--- src/rtl/calc_nport_core.sv ---
// calc_nport_core: multi-port calculator core with one shared ALU.
// Each port captures a command in two cycles (cmd/tag/op1, then op2) and
// pushes it into a per-port queue. A round-robin arbiter pops one entry per
// cycle into the ALU. The registered result appears for one cycle on the
// originating port's lanes.
// Ports:
//   c_clk, reset        clock, synchronous active-high reset
//   req_cmd_in/data/tag per-port request lanes (4 / DATA_W / TAG_W bits each)
//   req_busy            per-port backpressure (registered)
//   out_resp/data/tag   per-port response lanes (2 / DATA_W / TAG_W bits each)
module calc_nport_core #(
  parameter int unsigned NUM_PORTS = 4,
  parameter int unsigned DATA_W    = 32,
  parameter int unsigned TAG_W     = 2,
  parameter int unsigned Q_DEPTH   = 4
) (
  input  logic                          c_clk,
  input  logic                          reset,
  input  logic [NUM_PORTS*4-1:0]        req_cmd_in,
  input  logic [NUM_PORTS*DATA_W-1:0]   req_data_in,
  input  logic [NUM_PORTS*TAG_W-1:0]    req_tag_in,
  output logic [NUM_PORTS-1:0]          req_busy,
  output logic [NUM_PORTS*2-1:0]        out_resp,
  output logic [NUM_PORTS*DATA_W-1:0]   out_data,
  output logic [NUM_PORTS*TAG_W-1:0]    out_tag
);
  localparam int unsigned PTR_W  = $clog2(Q_DEPTH);
  localparam int unsigned CNT_W  = $clog2(Q_DEPTH + 1);
  localparam int unsigned PORT_W = (NUM_PORTS > 1) ? $clog2(NUM_PORTS) : 1;
  localparam int unsigned SH_W   = $clog2(DATA_W);

  typedef struct packed {
    logic [3:0]        cmd;
    logic [TAG_W-1:0]  tag;
    logic [DATA_W-1:0] op1;
    logic [DATA_W-1:0] op2;
  } entry_t;

  typedef enum logic {CAP_IDLE = 1'b0, CAP_OP2 = 1'b1} cap_state_t;

  cap_state_t             cap_q     [NUM_PORTS];
  cap_state_t             cap_d     [NUM_PORTS];
  logic [3:0]             cap_cmd_q [NUM_PORTS];
  logic [3:0]             cap_cmd_d [NUM_PORTS];
  logic [TAG_W-1:0]       cap_tag_q [NUM_PORTS];
  logic [TAG_W-1:0]       cap_tag_d [NUM_PORTS];
  logic [DATA_W-1:0]      cap_op1_q [NUM_PORTS];
  logic [DATA_W-1:0]      cap_op1_d [NUM_PORTS];
  entry_t                 mem_q     [NUM_PORTS][Q_DEPTH];
  logic [PTR_W-1:0]       rd_ptr_q  [NUM_PORTS];
  logic [PTR_W-1:0]       rd_ptr_d  [NUM_PORTS];
  logic [PTR_W-1:0]       wr_ptr_q  [NUM_PORTS];
  logic [PTR_W-1:0]       wr_ptr_d  [NUM_PORTS];
  logic [CNT_W-1:0]       cnt_q     [NUM_PORTS];
  logic [CNT_W-1:0]       cnt_d     [NUM_PORTS];
  logic [NUM_PORTS-1:0]   push_c;
  logic [NUM_PORTS-1:0]   pop_c;
  logic [NUM_PORTS-1:0]   busy_d;
  logic [PORT_W-1:0]      rr_q;
  logic [PORT_W-1:0]      rr_d;
  logic [PORT_W-1:0]      grant_idx_c;
  logic                   grant_vld_c;
  entry_t                 head_c;
  logic [DATA_W:0]        sum_c;
  logic [1:0]             alu_resp_c;
  logic [DATA_W-1:0]      alu_data_c;
  logic [NUM_PORTS*2-1:0]      out_resp_d;
  logic [NUM_PORTS*DATA_W-1:0] out_data_d;
  logic [NUM_PORTS*TAG_W-1:0]  out_tag_d;

  // Per-port capture FSM: cmd/tag/op1 in first cycle, op2 + push in second.
  always_comb begin
    for (int p = 0; p < NUM_PORTS; p++) begin
      cap_d[p]     = cap_q[p];
      cap_cmd_d[p] = cap_cmd_q[p];
      cap_tag_d[p] = cap_tag_q[p];
      cap_op1_d[p] = cap_op1_q[p];
      push_c[p]    = 1'b0;
      case (cap_q[p])
        CAP_IDLE: begin
          if (req_cmd_in[4*p +: 4] != 4'd0 && !req_busy[p]) begin
            cap_d[p]     = CAP_OP2;
            cap_cmd_d[p] = req_cmd_in[4*p +: 4];
            cap_tag_d[p] = req_tag_in[TAG_W*p +: TAG_W];
            cap_op1_d[p] = req_data_in[DATA_W*p +: DATA_W];
          end
        end
        CAP_OP2: begin
          push_c[p] = 1'b1;
          cap_d[p]  = CAP_IDLE;
        end
        default: cap_d[p] = CAP_IDLE;
      endcase
    end
  end

  // Round-robin arbiter: first non-empty queue at or after the pointer.
  always_comb begin
    int unsigned idx;
    grant_vld_c = 1'b0;
    grant_idx_c = '0;
    for (int i = 0; i < NUM_PORTS; i++) begin
      idx = (32'(rr_q) + 32'(i)) % NUM_PORTS;
      if (!grant_vld_c && cnt_q[idx] != '0) begin
        grant_vld_c = 1'b1;
        grant_idx_c = PORT_W'(idx);
      end
    end
    rr_d = rr_q;
    if (grant_vld_c)
      rr_d = PORT_W'((32'(grant_idx_c) + 32'd1) % NUM_PORTS);
  end

  // Shared ALU on the head entry of the granted queue.
  always_comb begin
    head_c     = mem_q[grant_idx_c][rd_ptr_q[grant_idx_c]];
    sum_c      = {1'b0, head_c.op1} + {1'b0, head_c.op2};
    alu_resp_c = 2'd2;
    alu_data_c = '0;
    case (head_c.cmd)
      4'd1: if (!sum_c[DATA_W]) begin
        alu_resp_c = 2'd1;
        alu_data_c = sum_c[DATA_W-1:0];
      end
      4'd2: if (head_c.op2 <= head_c.op1) begin
        alu_resp_c = 2'd1;
        alu_data_c = head_c.op1 - head_c.op2;
      end
      4'd5: begin
        alu_resp_c = 2'd1;
        alu_data_c = head_c.op1 << head_c.op2[SH_W-1:0];
      end
      4'd6: begin
        alu_resp_c = 2'd1;
        alu_data_c = head_c.op1 >> head_c.op2[SH_W-1:0];
      end
      default: ;
    endcase
  end

  // Queue bookkeeping, busy look-ahead and response lane steering.
  always_comb begin
    out_resp_d = '0;
    out_data_d = '0;
    out_tag_d  = '0;
    for (int p = 0; p < NUM_PORTS; p++) begin
      pop_c[p]    = grant_vld_c && (grant_idx_c == PORT_W'(p));
      rd_ptr_d[p] = pop_c[p]  ? PTR_W'(rd_ptr_q[p] + 1'b1) : rd_ptr_q[p];
      wr_ptr_d[p] = push_c[p] ? PTR_W'(wr_ptr_q[p] + 1'b1) : wr_ptr_q[p];
      cnt_d[p]    = cnt_q[p] + CNT_W'(push_c[p]) - CNT_W'(pop_c[p]);
      // A pending capture reserves a slot so the op2 push can never overflow.
      busy_d[p]   = (32'(cnt_d[p]) + 32'(cap_d[p] == CAP_OP2)) >= Q_DEPTH;
      if (pop_c[p]) begin
        out_resp_d[2*p +: 2]           = alu_resp_c;
        out_data_d[DATA_W*p +: DATA_W] = alu_data_c;
        out_tag_d[TAG_W*p +: TAG_W]    = head_c.tag;
      end
    end
  end

  // State and output registers.
  always_ff @(posedge c_clk) begin
    if (reset) begin
      for (int p = 0; p < NUM_PORTS; p++) begin
        cap_q[p]     <= CAP_IDLE;
        cap_cmd_q[p] <= '0;
        cap_tag_q[p] <= '0;
        cap_op1_q[p] <= '0;
        rd_ptr_q[p]  <= '0;
        wr_ptr_q[p]  <= '0;
        cnt_q[p]     <= '0;
      end
      rr_q     <= '0;
      req_busy <= '0;
      out_resp <= '0;
      out_data <= '0;
      out_tag  <= '0;
    end else begin
      for (int p = 0; p < NUM_PORTS; p++) begin
        cap_q[p]     <= cap_d[p];
        cap_cmd_q[p] <= cap_cmd_d[p];
        cap_tag_q[p] <= cap_tag_d[p];
        cap_op1_q[p] <= cap_op1_d[p];
        rd_ptr_q[p]  <= rd_ptr_d[p];
        wr_ptr_q[p]  <= wr_ptr_d[p];
        cnt_q[p]     <= cnt_d[p];
      end
      rr_q     <= rr_d;
      req_busy <= busy_d;
      out_resp <= out_resp_d;
      out_data <= out_data_d;
      out_tag  <= out_tag_d;
    end
  end

  // Queue storage; contents are don't-care while the count is zero.
  always_ff @(posedge c_clk) begin
    for (int p = 0; p < NUM_PORTS; p++) begin
      if (push_c[p])
        mem_q[p][wr_ptr_q[p]] <= {cap_cmd_q[p], cap_tag_q[p], cap_op1_q[p],
                                  req_data_in[DATA_W*p +: DATA_W]};
    end
  end

endmodule

--- config.mk ---
export PLATFORM = sky130hd
export DESIGN_NAME = calc_nport_core
export DESIGN_NICKNAME = d
export VERILOG_FILES = /design/src/rtl/calc_nport_core.sv
export SDC_FILE = /design/constraint.sdc
export NUM_CORES = 2
export LEC_CHECK = 0
export ABC_AREA = 1
export BUFFER_PORTS_ARGS = -buffer_cell sky130_fd_sc_hd__buf_4
export CORE_ASPECT_RATIO = 0.7
export CORE_MARGIN = 2
export CORE_UTILIZATION = 35
export DETAILED_ROUTE_END_ITERATION = 10
export GPL_TIMING_DRIVEN = 0
export SYNTH_ARGS = -nofsm -noshare
export SYNTH_HDL_FRONTEND = slang
export SYNTH_SLANG_ARGS = --single-unit
--- constraint.sdc ---
create_clock -name c_clk -period 5.14 [get_ports c_clk]
set_clock_uncertainty 0.1 [all_clocks]
set_input_delay 0.257 -clock c_clk [delete_from_list [all_inputs] [get_ports c_clk]]
set_output_delay 0.257 -clock c_clk [all_outputs]
set_load 0.01 [all_outputs]
* After elaboration in Yosys (flattened, before gate mapping) *
Memory sizes are Yosys's and may differ from the RTL's. A register that Yosys moved wholly into a read port is not among the register bits.
Cells that the tools add are included.

storage, ports and cells
  ROM bits = 0
  input bits = 154
  register bits = 150
  logic and storage cells = 258
  memory bits (writable) = 1304
  output and inout bits = 148
  memories kept = 8
  bits in latches = 0

memories
  name         depth  width  rd ports  clocked after memory_dff  wr ports  line  source
  mem_q        4      280    1         0                         4         49    entry_t mem_q [NUM_PORTS][Q_DEPTH];
  cap_op1_q    4      32     4         0                         4         47    logic [DATA_W-1:0] cap_op1_q [NUM_PORTS];
  cap_cmd_q    4      4      4         0                         4         43    logic [3:0] cap_cmd_q [NUM_PORTS];
  cnt_q        4      3      8         1                         4         54    logic [CNT_W-1:0] cnt_q [NUM_PORTS];
  cap_tag_q    4      2      4         0                         4         45    logic [TAG_W-1:0] cap_tag_q [NUM_PORTS];
  rd_ptr_q     4      2      5         0                         4         50    logic [PTR_W-1:0] rd_ptr_q [NUM_PORTS];
  +2 memories  --     --     --        --                        --        --

cells by class
  add/subtract/negate cells = 26
  equal/unequal tests = 7
  $lt $le $gt $ge = 14
  bitwise operators = 41
  multiply operators = 0
  div/mod/pow operators = 0
  shift-type cells = 2
  muxes and demuxes = 110
  reduce and logical (&&, ||, !) cells = 36

operators by type and width
  cell                                                                    count
  280-bit two-way mux                                                     4
  70-bit demux with 2-bit select                                          4
  32-bit two-way mux                                                      14
  70-bit two-way mux                                                      6
  70-bit binary-select mux with 2-bit select                              1
  32-bit case mux with 4 select lines                                     1
  2-bit two-way mux                                                       36
  4-bit two-way mux                                                       12
  32-bit by 32-bit adder with 33-bit output                               1
  32-bit <= comparator                                                    1
  32-bit by 5-bit << shifter with 32-bit output                           1
  32-bit by 5-bit right shift with 32-bit output                          1
  32-bit subtractor                                                       1
  1-bit OR                                                                28
  1-bit two-way mux                                                       23
  2-bit by 1-bit adder with 2-bit output (second input constant)          10
  3-bit by 1-bit adder with 4-bit output                                  4
  4-bit by 3-bit >= comparator with 1-bit output (second input constant)  4
  4-bit nonzero test                                                      4
  3-bit >= comparator (second input constant)                             5
  1-bit logical AND                                                       15
  2-bit NOT with 3-bit output                                             5
  3-bit by 1-bit adder with 3-bit output                                  4
  3-bit by 1-bit < comparator with 1-bit output (second input constant)   4
  other kinds (15)                                                        47

* Depth between registers and ports, before layout *
An unclocked memory read counts as a cell.

  depth after elaboration = 19
  gate-level depth with buffers = 49
  depth with buffers taken out = 46

* Least setup slack after synthesis *
Ideal clock, no wire load.

  path type = flip-flop to flip-flop
  from = register rr_q[0]
  to = register out_data[103]
  data required time = 4.930 ns
  data arrival time = 5.126 ns
  path slack = -0.196 ns
  cell stages (with the launch flop) = 43
  library setup time = 0.110 ns
  clock period less this slack = 5.336 ns
  cells stage by stage = dfxtp_1 -> buf_6 -> nor2_2 -> nor2_2 -> nand3_1 -> nand2_2 -> nand3_1 -> nand3_1 -> nand2_1 -> nand2_2 -> buf_4 -> buf_2 -> buf_2 -> clkbuf_1 -> buf_1 -> nand3_1 -> nand3_1 -> nand3_1 -> [7 not listed] -> nand2_1 -> a21boi_0 -> inv_1 -> nand2_1 -> nand2_1 -> a21oi_1 -> inv_1 -> nand2_1 -> nand2_1 -> a21oi_1 -> nor2_4 -> buf_4 -> nand3_1 -> o21ai_0 -> nor2_1 -> nand3_1 -> nand2_1 -> inv_1

between the ends
  cells in the longest elaborated chain, start to end = 19

ends and longest elaborated chain
  item                                                   line      source
  from (decl)                                            59        logic [PORT_W-1:0] rr_q;
  from (signal assigned)                                 188       rr_q <= rr_d;
  2-bit by 1-bit adder with 2-bit output                 103       idx = (32'(rr_q) + 32'(i)) % NUM_PORTS;
  memory 4 x 3 bit                                       --
  3-bit nonzero test                                     104       if (!grant_vld_c && cnt_q[idx] != '0) begin
  1-bit logical AND                                      104
  1-bit two-way mux                                      104
  1-bit zero test                                        104
  1-bit logical AND                                      104
  1-bit two-way mux                                      104
  [2 not listed]                                         --
  2-bit two-way mux                                      104
  memory 4 x 2 bit                                       --
  2-bit NOT with 3-bit output (implied by the code)      116       head_c = mem_q[grant_idx_c][rd_ptr_q[grant_idx_c]];
  70-bit binary-select mux with 2-bit select             116
  70-bit two-way mux (implied by the code) (2 in a row)  116
  32-bit subtractor (tied with other cells)              127       alu_data_c = head_c.op1 - head_c.op2;
  32-bit two-way mux (on tied branches)                  125, 121
  32-bit case mux with 4 select lines                    120       case (head_c.cmd)
  to (signal assigned)                                   191       out_data <= out_data_d;
  to (decl)                                              24        output logic [NUM_PORTS*DATA_W-1:0] out_data,

Several ways; a longest one is shown, not always the timed one. The select of a mux whose other input is x is not followed.
A chain may end at the register's enable or synchronous reset.

* Worst setup path in the final report *
  from = register rr_q[0]
  to = register out_data[68]

The elaborated chain is that of the path after synthesis.

==> metrics <==
Initial Utilization=35.1%; footprint of the multi-input gates=23100 µm²; CP arrival=6.50 ns; CP endpoint kind=register; count leader, synth=nand2_1; Skew-Pair Late Insertion Delay=0.84 ns; CP startpoint kind=register; Layout area overhead=27.9%; CP Max Fanout=8; library cells used by synthesis=50; Die Area=191000 µm²; CP dominant cell by count=buf_4; Clock Root Buffer=clkbuf_16; total CTS buffers=145; Die X=522 µm; min-delay worst type=in -> reg; failing checks=setup timing; DR iter-0 viols=10.1k; Max Clk Rate=0.169 GHz; Final HPWL DP=212000 µm; cells after synthesis=6894; WL per Instance=29.1 µm; IO buf count=300; Worst Slack Setup Final=-0.785 ns; Remaining DRCs=0; Site Rows=133; Avg Inst Size Synth=9.54 µm²; Crit path max-delay family=buffers and inverters; final WL=301000 µm; cell taking the most area after synthesis=edfxtp_1; ranking of synthesized cells by area=edfxtp_1, dfxtp_1, nand2_1; core area=187000 µm²; all-layer global routing usage=30.3%; Sink Count=1456; layout cell share with drive strength beyond 1=18.8%; Critical Path RT=5.71 ns; r2r setup slk=-0.78 ns; routed via count=58.8k; WS Path Type=reg -> reg; Tmin final=5.92 ns; RSZ-0062 raised after global routing=yes; htree depth=4; Place WS=-3.51 ns; CTS tree=done; max-cap violations=0; Buf/Inv on CP=23; Reg area=40400 µm²; CTS clock-pin slew for the worst setup and hold paths=0.06 ns; Routed Antenna Nets=0; relative slew slack=3.46%; ys flop type=edfxtp_1; max incr delay on CP=0.39 ns; RR Startpoint=rr_q[0]; vias in the first global route=54.1k; Final #Nets=7933; yosys warns=0; largest net degree at the start of global routing=59; drt pass-1 iters=9; initial antenna violation count=24; Fill cells=17.4k; final setup violation count=139; via/cell ratio=5.70; slowest CP cell=dfxtp_4; total gr overflow=0; GPL Wtd Cong=1.02; Post-Syn Area=65800 µm²; final hold violation count=0; Post-Synthesis Net Count=7147; Seq/Total Area, Yosys=61.4%; Ports=302; Final period util=115%; synthesized flop and latch total=1456; status=finished with violations; Worst Tran Pin Value=1.45 ns; final slew viol count=0; CTS max path bufs=3; share of the synthesized area in the top cell type=51.1%; Post-synth top cells=nand2_1, nand3_1, edfxtp_1, inv_1, nor2_1; Die H=367 µm; CP startpoint=rr_q[0]; ys async rst share=0%; first-pass GRT wire length=409000 µm; Post-synth EDFFs=1120; Worst Min Path Start=req_data_in[17]
==> state kept, by name, indices dropped and copies added (netlist names), 12 cells and up, named ones only <==
register,flops
cnt_q,12
out_data,128
cap_op1_q,128
mem_q,1120
cap_cmd_q,16
==> worst reg2reg max path, delay by kind of cell (launching register included) <==
family                     cells  cell delay [ns]
buffers and inverters         23             2.95
AOI/OAI and AO/OA              1             0.16
and+or+nand+nor               16             1.66
DFF                            1             0.39
adders and majority gates      2             0.57
==> worst paths after layout <==
check / to / cells past startpoint
max: out_data[68] / 42
min: mem_q[0][17] / 2
max reg2reg: out_data[68] / 42
min reg2reg: rd_ptr_q[0][1] / 2
==> cell type report <==
cell class,count,share of cell area (%)
Clock buffer,203,4.82
Timing Repair Buffer,658,7.19
Clock inverter,65,0.958
Tap cell,2497,3.71
Multi-Input combinational cell,4392,27.5
Sequential cell,1456,48.0
Inverter,642,3.02
Antenna cell,21,0.0625
Buffer,385,4.75
==> per-stage QoR <==
step           hold WS (ns)  cell area, µm²  utilization (%)  cells  TNS (ns)
3_3_place_gp          0.365           71200             38.0   9691   -425.72
2_1_floorplan         0.256           65800                -   6894         0
5_1_grt              0.0977           84100             44.9  10301   -115.30
6_report              0.112           84100             44.9  10319    -89.69
4_1_cts              0.0785           82800             44.2  10241    -57.62
3_5_place_dp          0.367           71700             38.3   9707   -435.39
==> placed cells by master (no fill, tap or decap), types with 22 or more instances in the layout <==
cell           synthesis  final
nand2_1             1680   1582
nand3_1             1206   1131
edfxtp_1            1120   1120
inv_1                626    587
nor2_1               578    555
buf_4                 43    522
dfxtp_1              336    334
o21ai_0              226    206
nand3b_1             198    198
clkbuf_16              0    166
dlygate4sd3_1          0    153
clkbuf_1             150    102
a21oi_1              130     91
buf_12                 0     66
ha_1                  93     62
nand3_2                5     61
buf_2                165     59
nand2_2               10     56
nand2_4                5     52
clkbuf_8               0     43
buf_6                 14     43
o21ai_1               37     39
nor2_4                 3     35
buf_8                  0     32
xor2_1                34     32
a21oi_2                1     31
o211ai_1              30     30
clkbuf_4               0     25
ha_4                   0     25
inv_6                  0     22
buf_16                 0     22
==> metal layers <==
layer  share of wire [%]  track usage [%]
met3                  17             11.4
met1                  40             44.2
met2                  39             40.6
met4                 4.0             10.2
met5               0.042                0
==> repair_timing <==
item / 4_1_cts / 5_1_grt
gates cloned: 9 / 4
endpoints found under the setup margin: 160 / 142
endpoints found under the hold margin: 668 / 0
pin swaps: 94 / 52
gates resized for setup: 982 / 180
buffers inserted: 123 / 53
hold buffers: 153 / 0
==> kinds of logic after synthesis <==
group	after synthesis	synth area share [%]
fa+ha+maj	99	1.95
compound gates	483	4.03
buf+inv	1047	6.69
xor+xnor	41	0.546
flops	1456	61.4
simple gates	3768	25.4
Power is not shown: default switching activity piles up to over one toggle a cycle in this logic, so the estimate is an artifact.
